## src/rtl/shift_lr_pkg.sv

```systemverilog
// Shared definitions for the shift_lr rotator: direction codes, bit reversal and a
// behavioural rotate reference (used when SHIFT_LR_REF_CHECK_EN is defined).
package shift_lr_pkg;

   localparam logic DIR_RIGHT = 1'b0;
   localparam logic DIR_LEFT  = 1'b1;

   // Helpers work on a wide container; callers pass their real width in w.
   localparam int unsigned MAX_W     = 64;
   localparam int unsigned MAX_IDX_W = $clog2(MAX_W);

   function automatic logic [MAX_W-1:0] bit_reverse(input logic [MAX_W-1:0] v,
                                                    input int unsigned      w);
      logic [MAX_W-1:0] r;
      r = '0;
      for (int unsigned i = 0; i < MAX_W; i++) begin
         if (i < w) r[MAX_IDX_W'(i)] = v[MAX_IDX_W'(w - 1 - i)];
      end
      return r;
   endfunction

   // Index-arithmetic rotate, independent of the staged network.
   function automatic logic [MAX_W-1:0] rot_ref(input logic [MAX_W-1:0] a,
                                                input int unsigned      amt,
                                                input logic             dir,
                                                input int unsigned      w);
      logic [MAX_W-1:0] r;
      r = '0;
      for (int unsigned i = 0; i < MAX_W; i++) begin
         if (i < w) begin
            case (dir)
               DIR_RIGHT: r[MAX_IDX_W'(i)] = a[MAX_IDX_W'((i + amt) % w)];
               default:   r[MAX_IDX_W'(i)] = a[MAX_IDX_W'((i + w - (amt % w)) % w)];
            endcase
         end
      end
      return r;
   endfunction

endpackage

```

## src/rtl/shift_lr_stage_core.sv

```systemverilog
// Combinational barrel rotator: log2 cascaded right-rotate stages, with left
// rotation obtained by bit-reversing before and after the network.
module shift_lr_stage_core
   import shift_lr_pkg::*;
#(
   parameter int unsigned WIDTH = 8,
   parameter int unsigned AMT_W = $clog2(WIDTH)
) (
   input  logic [WIDTH-1:0] a,
   input  logic [AMT_W-1:0] amt,
   input  logic             choice,
   output logic [WIDTH-1:0] y
);

   logic [WIDTH-1:0] w_a_rev;
   logic [WIDTH-1:0] w_out_rev;
   logic [WIDTH-1:0] w_stage [AMT_W+1];

   assign w_a_rev    = WIDTH'(bit_reverse(MAX_W'(a), WIDTH));
   assign w_stage[0] = (choice == DIR_LEFT) ? w_a_rev : a;

   // Stage k rotates right by 2^k when amt[k] is set.
   for (genvar k = 0; k < AMT_W; k++) begin : g_stage
      localparam int unsigned SH = 1 << k;
      assign w_stage[k+1] = amt[k] ? {w_stage[k][SH-1:0], w_stage[k][WIDTH-1:SH]}
                                   : w_stage[k];
   end

   assign w_out_rev = WIDTH'(bit_reverse(MAX_W'(w_stage[AMT_W]), WIDTH));
   assign y         = (choice == DIR_LEFT) ? w_out_rev : w_stage[AMT_W];

endmodule

```

## src/rtl/shift_lr_rotator.sv

```systemverilog
// Registered barrel rotator, one result per clock with 1-cycle latency.
// Define SHIFT_LR_REF_CHECK_EN to add a reference cross-check and the mismatch output.
module shift_lr_rotator
   import shift_lr_pkg::*;
#(
   parameter int unsigned WIDTH = 8,
   parameter int unsigned AMT_W = $clog2(WIDTH)
) (
   input  logic             clk,
   input  logic             reset,
   input  logic             in_valid,
   input  logic [WIDTH-1:0] a,
   input  logic [AMT_W-1:0] amt,
   input  logic             choice,
   output logic             out_valid,
   output logic [WIDTH-1:0] y
`ifdef SHIFT_LR_REF_CHECK_EN
   ,
   output logic             mismatch
`endif
);

   logic [WIDTH-1:0] w_rot;
   logic [WIDTH-1:0] r_y;
   logic             r_valid;

   shift_lr_stage_core #(
      .WIDTH (WIDTH),
      .AMT_W (AMT_W)
   ) u_core (
      .a      (a),
      .amt    (amt),
      .choice (choice),
      .y      (w_rot)
   );

   // y only loads on valid input so idle-cycle inputs never disturb it.
   always_ff @(posedge clk or posedge reset) begin
      if (reset) begin
         r_valid <= 1'b0;
         r_y     <= '0;
      end else begin
         r_valid <= in_valid;
         if (in_valid) r_y <= w_rot;
      end
   end

   assign out_valid = r_valid;
   assign y         = r_y;

`ifdef SHIFT_LR_REF_CHECK_EN
   logic [WIDTH-1:0] w_ref;
   logic             r_mismatch;

   assign w_ref = WIDTH'(rot_ref(MAX_W'(a), 32'(amt), choice, WIDTH));

   always_ff @(posedge clk or posedge reset) begin
      if (reset) r_mismatch <= 1'b0;
      else       r_mismatch <= in_valid && (w_ref != w_rot);
   end

   assign mismatch = r_mismatch;

   always @(posedge clk) begin
      if (!reset && in_valid && (w_ref != w_rot))
         $error("shift_lr_rotator: core %h != reference %h", w_rot, w_ref);
   end
`endif

endmodule

```

## config.mk

```make
export PLATFORM = sky130hd
export DESIGN_NAME = shift_lr_rotator
export DESIGN_NICKNAME = d
export VERILOG_FILES = /design/src/rtl/shift_lr_pkg.sv /design/src/rtl/shift_lr_stage_core.sv /design/src/rtl/shift_lr_rotator.sv
export SDC_FILE = /design/constraint.sdc
export NUM_CORES = 1
export LEC_CHECK = 0
export BUFFER_PORTS_ARGS = -buffer_cell sky130_fd_sc_hd__buf_2
export CAP_MARGIN = 25
export CORE_UTILIZATION = 35
export DETAILED_ROUTE_END_ITERATION = 10
export HOLD_SLACK_MARGIN = 0.1
export MAX_ROUTING_LAYER = met4
export SLEW_MARGIN = 0
export SYNTH_ARGS = -nofsm -noshare
export SYNTH_HDL_FRONTEND = slang
export SYNTH_SLANG_ARGS = --single-unit
```

## constraint.sdc

```tcl
create_clock -name clk -period 0.8 [get_ports clk]
set_input_delay 0.16 -clock clk [delete_from_list [all_inputs] [get_ports clk]]
set_output_delay 0.16 -clock clk [all_outputs]
set_load 0.1 [all_outputs]
```

### Yosys cells after proc, flatten, opt, wreduce, memory -nomap -nowiden

Cells that the tools add are included.

* mux-type cells: 5

Operators by type and width (count)
* 8-bit 2-to-1 mux: 5

* register bits after elaboration: 9
* bits of input ports: 15

### Depth between registers and ports, before layout

Gate-level depths: netlist (run 1).

* word-level depth: 5
* mapped depth: 6
* mapped depth without buffers: 4

### By module

Synthesis (run 1) repeated with hierarchy kept, for this count alone.

* cell total of the unflattened synthesis: 57
* area total of the unflattened synthesis: 904.6 um2

By module, submodules not included
* shift_lr_stage_core: times used 1, cells each 38, area an instance 544.3 um2, seq. area each 0.0 um2
* shift_lr_rotator: times used 1, cells each 19, area an instance 360.3 um2, seq. area each 225.2 um2

### Worst setup path before layout (run 1)

No wires, ideal clock.

* kind: input to register
* from: in amt[2]
* to: reg r_y[3] (netlist: y[3])
* arrival: 1.416 ns
* required time: 0.668 ns
* path slack: -0.748 ns
* stages: 6
* buffers on the path: 2
* path through: buf_4 buf_2 mux4_2 mux4_2 nand2_1 o211ai_1

* word-level cells in the longest chain between the ends: 2

RTL lines
* start: declaration: line shift_lr_rotator.sv:13 `input logic [AMT_W-1:0] amt,`
* 8-bit 2-to-1 mux: line shift_lr_stage_core.sv:25 `assign w_stage[k+1] = amt[k] ? {w_stage[k][SH-1:0], w_stage[k][WIDTH-1:SH]}`
* 8-bit 2-to-1 mux: line shift_lr_stage_core.sv:30 `assign y = (choice == DIR_LEFT) ? w_out_rev : w_stage[AMT_W];`
* end signal: assignment: line shift_lr_rotator.sv:44 `if (in_valid) r_y <= w_rot;`
* end: declaration: line shift_lr_rotator.sv:24 `logic [WIDTH-1:0] r_y;`

Every way passes these cells.
A chain may end at the register's enable or synchronous reset.

### Worst setup path after layout (run 1)

* from: in choice
* to: reg r_y[4] (netlist: y[4])

* word-level cells in the longest chain between the ends: 5

RTL lines
* start: declaration: line shift_lr_rotator.sv:14 `input logic choice,`
* 8-bit 2-to-1 mux: line shift_lr_stage_core.sv:20 `assign w_stage[0] = (choice == DIR_LEFT) ? w_a_rev : a;`
* 8-bit 2-to-1 mux (3 in series): line shift_lr_stage_core.sv:25
* 8-bit 2-to-1 mux *: line shift_lr_stage_core.sv:30

Every way passes the cells marked *; elsewhere a longest branch is shown, timed or not.

==> results of run 1 <==
[flip-flops by register name (all words and copies together), names as in the netlist]
signal,flops
out_valid,1
y,8
[stage by stage]
stage | util | total power (W)
2_1_floorplan | - | 0.00151
3_3_place_gp | 0.546 | 0.00197
3_5_place_dp | 0.546 | 0.00199
4_1_cts | 0.576 | 0.00238
5_1_grt | 0.583 | 0.00248
6_report | 0.583 | 0.00237
[how the worst min path moves through the flow]
stage | cells after the start | start | to | slack, ns
after detailed placement | 2 | reset | out_valid | 0.14
after global routing | 2 | in_valid | out_valid | 0.22
after floorplan | 1 | reset | out_valid | -0.01
after global placement | 2 | reset | out_valid | 0.13
final | 2 | in_valid | out_valid | 0.22
after CTS | 2 | in_valid | out_valid | 0.21
[cell type report]
cell class,count,area (µm²)
timing repair buffer,41,423
clock buffer,4,26.3
inverter,2,7.51
sequential,9,259
fill,221,1030
multi-input combinational,69,692
tap,30,37.5
[synthesized netlist by cell type]
| cell | count | share of area |
|---|---|---|
| dfrtp_1 | 9 | 0.25 |
| o21ai_0 | 2 | 0.011 |
| o22ai_1 | 3 | 0.020 |
| buf_4 | 1 | 0.0082 |
| nor2b_1 | 2 | 0.014 |
| buf_6 | 1 | 0.012 |
| clkbuf_1 | 3 | 0.012 |
| mux2i_1 | 4 | 0.044 |
| mux4_2 | 11 | 0.27 |
| or2_2 | 1 | 0.0068 |
| a21o_1 | 6 | 0.049 |
| a21oi_1 | 6 | 0.033 |
| o221ai_1 | 4 | 0.038 |
| and2_1 | 2 | 0.014 |
| o211ai_1 | 2 | 0.016 |
| buf_2 | 3 | 0.016 |
| a211oi_1 | 6 | 0.049 |
| nor2_1 | 7 | 0.029 |
| mux2_2 | 4 | 0.049 |
| nand2_1 | 4 | 0.016 |
| buf_1 | 1 | 0.0041 |
| nand2b_1 | 5 | 0.034 |
| inv_1 | 2 | 0.0082 |
[worst reg2reg max path: cells and delay by family (launching register included)]
family | cells | cell delay [ns]
DFF | 1 | 0.49
buffers and inverters | 1 | 0.14
and+or+nand+nor | 1 | 0.08
AOI/OAI and AO/OA | 1 | 0.05
[cells by family after synthesis]
logic type / after synthesis
compound gates: 29
buf+inv: 11
flops: 9
mux: 19
simple gates: 21
[cell usage in the layout, fill, tap and decap left out, types with 4 or more instances in the layout]
| cell | synthesis | final |
|---|---|---|
| a21oi_2 | 0 | 4 |
| a21o_1 | 6 | 6 |
| buf_4 | 1 | 16 |
| mux2i_1 | 4 | 4 |
| buf_2 | 3 | 11 |
| mux4_2 | 11 | 11 |
| nand2b_1 | 5 | 5 |
| a211oi_1 | 6 | 5 |
| dfrtp_4 | 0 | 9 |
| nor2_1 | 7 | 7 |
| nand2_1 | 4 | 4 |
| o221ai_1 | 4 | 4 |
| buf_12 | 0 | 10 |
[power by group through the flow]
stage / registers, W / clock network (W) / logic [W]
floorplan: 0.00110 / 0 / 0.000407
global placement: 0.000641 / 0 / 0.00133
detailed placement: 0.000646 / 0 / 0.00134
CTS: 0.000635 / 0.000361 / 0.00138
global route: 0.000643 / 0.000373 / 0.00146
finish: 0.000633 / 0.000348 / 0.00139
[metal layers]
| layer | vias up | GRT usage | share of wire |
|---|---|---|---|
| li1 | 422 | - | - |
| met1 | 406 | 0.199 | 0.43 |
| met2 | 17 | 0.325 | 0.54 |
| met3 | 2 | 0.0172 | 0.021 |
| met4 | 0 | 0.0789 | 0.0084 |
| met5 | - | - | 0 |
[repair_timing]
item | 4_1_cts | 5_1_grt
pin swaps | 2 | 4
hold buffers | 1 | 0
setup endpoints to repair | 17 | 17
setup buffers | 1 | 0
gates cloned | 0 | 0
endpoints found under the hold margin | 9 | 0
gates resized for setup | 8 | 4
==> reports/metrics.yaml, run 1 <==
run_status:
  status: "complete, but fails checks"
  violations: "setup timing"
timing:
  worst_pin_slew_ns: 0.347
  finalHoldViolations: 0
  fin_crit_ns: 1.29
  setup_viol: 17
  skew_ns: 0
  timing.fmax_mhz: 774
  fin_ws_ns: -0.492
  period_share: 1.61
  rsz0062_at_grt: "true"
  whs_ns: 0.217
  finalSetupTns_ns: -5.92
  slew_headroom: 0.769
  finalMaxSlewViolations: 0
power_and_ir_drop:
  p_int_w: 0.00134
  p_clk_frac: 0.147
  p_sw_w: 0.00103
  powerDensity_nw_per_um2: 1640
  p_leak_nw: 0.586
  switching_share: 0.434
  pwr-share-seq: 0.267
  combPwrFrac: 0.586
  ir_worst_vdd_v: 0.00116
detailed_routing:
  vias_per_cell: 5.46
  routedWlPerCell_um: 13.9
  first_iter_violations: 14
  ant_nets: 0
  drtPass1Iterations: 4
  drt-total-wl_mm: 2.16
  vias: 847
  drc: 0
yosys:
  synth.avg_cell_area_um2: 10.3
  ys_seq_area_frac: 0.246
  synth_top_family_by_area: "multiplexers"
  yosys.area_share.adder: 0
  synth_compound_gate_area_share: 0.217
  syn_area_um2: 917
  synth_mux_area_frac: 0.363
  synth_fp_nets: 104
  netlist_instances: 89
  synth-simple-area-share: 0.113
  synth_cell_type_count: 23
  synthXorXnorAreaFrac: 0
  ys_ff_latch: 9
  ys_warn_count: 0
grt:
  grt_pass1_vias: 825
  grt_max_degree: 12
  grt.overflow.total: 0
  grt_usage: 0.180
  antenna_found_initial: 0
  grt_pass1_wl_mm: 3.52
worst_setup_path:
  cp_cell_sequence: "buf_8, mux4_2, mux4_2, nand2_1, o211ai_1"
  cp_num_buf_inv: 1
  slowest_delay_ns: 0.52
  cp.required_ns: 0.93
  cp-endpoint: "y[4]"
  crit_top_cell: "mux4_2"
  endpoint_kind: "flip-flop"
  cp.depth: 5
  rr_worst_depth: 3
  timing.rr.start: "y[5]"
  crit_fanout: 4
  cp-start-kind: "input port"
  startpoint: "choice"
  ff2ff_setup_slack_ns: -0.07
  criticalPathCategory: "in -> reg"
  critPathTopFamily: "multiplexers"
  worstPathArrival_ns: 1.42
  worstReg2RegEnd: "y[5]"
  crit_path_top_delay_cell: "mux4_2"
die:
  die_w_um: 53.2
  initial_core_util: 0.370
  core_area_um2: 2480
  rows: 18
  die-area_um2: 2830
  io_pins: 24
  fp.dieH_um: 53.2
final_layout:
  syn2layout_area_growth_pct: 57.6
  post_layout_nonfiller_instances: 155
  fin_area_um2: 1450
  drive_above_1_share: 0.624
  antenna_cells: 0
  final_nets: 141
place:
  globalplace.congestion: 0.806
  dp_hpwl_mm: 1.83
  dp_worst_setup_slack_ns: -0.845
  dp_cells: 149
  numPortBuffers: 23
  place_area_um2: 1350
worst_hold_path:
  hp-class: "in -> reg"
cts:
  clk_pin_slew_worst_paths_ns: 0.06
  cts.htree.levels: 1
  cts_root_buf: "clkbuf_4"
  clk_path_buf_depth: 2
  numCtsBuffers: 3
  cts_tree: "built"
  clk_latency_ns: 0.26
  clock_sinks: 9
flow_run:
  drv_cap: 0
Power figures use the tool's default switching activity.
==> run 2, diff against run 1 <==
==> constraint.sdc (replaced) <==
create_clock -name clk -period 0.8 [get_ports clk]
set_input_delay 0.24 -clock clk [delete_from_list [all_inputs] [get_ports clk]]
set_output_delay 0.24 -clock clk [all_outputs]
set_load 0.1 [all_outputs]
==> reports/metrics.yaml, run 2 (synthesis gave the netlist of run 1 again) <==
power_and_ir_drop:
  ir_worst_vdd_v: 0.00115  # was 0.00116 V
  powerDensity_nw_per_um2: 1650  # was 1640 nW/µm²
  pwr-share-seq: 0.270  # was 0.267
  p_clk_frac: 0.146  # was 0.147
  p_leak_nw: 0.580  # was 0.586 nW
  switching_share: 0.432  # was 0.434
  total_power_w: 0.00235  # was 0.00237 W
  combPwrFrac: 0.585  # was 0.586
  p_sw_w: 0.00101  # was 0.00103 W
  p_int_w: 0.00133  # was 0.00134 W
worst_setup_path:
  crit_fanout: 4  # unchanged
  crit_path_top_delay_cell: "mux4_2"  # unchanged
  slowest_delay_ns: 0.52  # about the same
  cp_num_buf_inv: 1  # unchanged
  cp_cell_sequence: "buf_8, mux4_2, mux4_2, nand2_1, o211ai_1"  # unchanged
  cp-start-kind: "input port"  # unchanged
  criticalPathCategory: "in -> reg"  # unchanged
  cp.required_ns: 0.93  # about the same
  crit_top_cell: "mux4_2"  # unchanged
  worstPathArrival_ns: 1.50  # was 1.42 ns
  endpoint_kind: "flip-flop"  # unchanged
  critPathTopFamily: "multiplexers"  # unchanged
detailed_routing:
  routedWlPerCell_um: 13.9  # about the same
  ant_nets: 0  # unchanged
  drt-total-wl_mm: 2.14  # was 2.16 mm
  drc: 0  # unchanged
  vias_per_cell: 5.44  # was 5.46
  drtPass1Iterations: 4  # unchanged
  first_iter_violations: 13  # was 14
  vias: 838  # was 847
final_layout:
  fillers: 226  # was 221
  layout_common_cells: "buf_4, mux4_2, buf_2, buf_12, dfrtp_4"  # unchanged
  antenna_cells: 0  # unchanged
  fin_area_um2: 1420  # was 1450 µm²
  final_nets: 140  # was 141
  final_common_cell: "buf_4"  # unchanged
  drive_above_1_share: 0.621  # was 0.624
  fin_util: 0.574  # was 0.583
  syn2layout_area_growth_pct: 55.1  # was 57.6%
  largest_reg_flops: 8  # unchanged
place:
  dp_hpwl_mm: 1.83  # unchanged
  globalplace.congestion: 0.805  # was 0.806
  numPortBuffers: 23  # unchanged
  place_area_um2: 1350  # unchanged
run_status:
  violations: "hold timing, setup timing"  # was setup timing
  status: "complete, but fails checks"  # unchanged
cts:
  clk_path_buf_depth: 2  # unchanged
  cts_tree: "built"  # unchanged
  clk_latency_ns: 0.26  # about the same
  clock_sinks: 9  # unchanged
  clk_pin_slew_worst_paths_ns: 0.06  # about the same
  numCtsBuffers: 3  # unchanged
  cts_root_buf: "clkbuf_4"  # unchanged
  cts.htree.levels: 1  # unchanged
grt:
  grt_max_degree: 12  # unchanged
  grt_pass1_vias: 825  # unchanged
  grt.overflow.total: 0  # unchanged
  grt_pass1_wl_mm: 3.52  # unchanged
  antenna_found_initial: 0  # unchanged
  grt_usage: 0.180  # unchanged
timing:
  rsz0062_at_grt: "true"  # unchanged
  whs_ns: -0.0679  # was 0.217 ns
  slew_headroom: 0.769  # about the same
  finalHoldViolations: 9  # was 0
  finalMaxSlewViolations: 0  # unchanged
  finalSetupTns_ns: -7.22  # was -5.92 ns
  period_share: 1.72  # was 1.61
  setup_viol: 17  # unchanged
  fin_ws_ns: -0.576  # was -0.492 ns
  worst_pin_slew_ns: 0.347  # about the same
  skew_ns: 0  # unchanged
  fin_crit_ns: 1.38  # was 1.29 ns
  timing.fmax_mhz: 727  # was 774 MHz
die:
  die_w_um: 53.2  # unchanged
  initial_core_util: 0.370  # unchanged
  fp.dieH_um: 53.2  # unchanged
  rows: 18  # unchanged
  core_area_um2: 2480  # unchanged
  die-area_um2: 2830  # unchanged
  io_pins: 24  # unchanged
flow_run:
  drv_cap: 0  # unchanged
worst_hold_path:
  hp-class: "in -> async"  # was in -> reg
-- run 2: power groups by stage --
stage               combinational (W)  sequential [W]  clock, W
finish                        0.00137        0.000633  0.000342
global route                  0.00144        0.000642  0.000373
CTS                           0.00138        0.000635  0.000361
detailed placement            0.00134        0.000646         0
global placement              0.00133        0.000641         0
floorplan                    0.000407         0.00110         0
-- run 2: worst reg2reg max path, cell delays in order (launching register included) --
cell and delay (ns):
dfrtp_4 0.49, buf_4 0.14, nor2_1 0.08, a211oi_1 0.05
-- run 2: path summary, 6_finish.rpt --
check                           startpoint   endpoint  slack (ns)  cells after the start
worst max register to register        y[5]       y[5]       -0.07                      3
worst max-delay path                choice       y[4]       -0.58                      5
min in group clk                  in_valid  out_valid        0.30                      2
max in group asynchronous            reset       y[6]        0.58                      2
worst min register to register        y[3]       y[3]        0.60                      2
worst min-delay path                 reset       y[0]       -0.07                      2
-- run 2: final cells by class --
cell class                 instances  area, µm²  share of cell area
timing repair buffer              40        413               0.290
sequential                         9        259               0.182
tap                               30       37.5              0.0264
inverter                           2       7.51             0.00528
multi-input combinational         69        679               0.478
clock buffer                       4       26.3              0.0185
-- run 2: metal layers --
metal  vias to the layer above  part of all wire  track usage
met5                         -                 0            -
met4                         0            0.0084       0.0789
met3                         2             0.022       0.0172
met2                        17              0.55        0.325
met1                       399              0.42        0.199
li1                        420                 -            -
-- run 2: metrics by stage --
| stage | instances | hold slack, ns | setup slack (ns) |
|---|---|---|---|
| 5_1_grt | 154 | -0.0313 | -0.608 |
| 3_3_place_gp | 149 | 0.205 | -0.884 |
| 4_1_cts | 154 | -0.0612 | -0.569 |
| 2_1_floorplan | 89 | 0.0681 | -0.781 |
| 3_5_place_dp | 149 | 0.216 | -0.925 |
| 6_report | 154 | -0.0679 | -0.576 |
-- run 2: what timing repair did --
| action | 4_1_cts | 5_1_grt |
|---|---|---|
| resized for setup | 8 | 2 |
| hold endpoints to repair | 9 | 9 |
| endpoints found under the setup margin | 17 | 17 |
| pin swaps | 2 | 2 |
| buffers inserted | 1 | 0 |
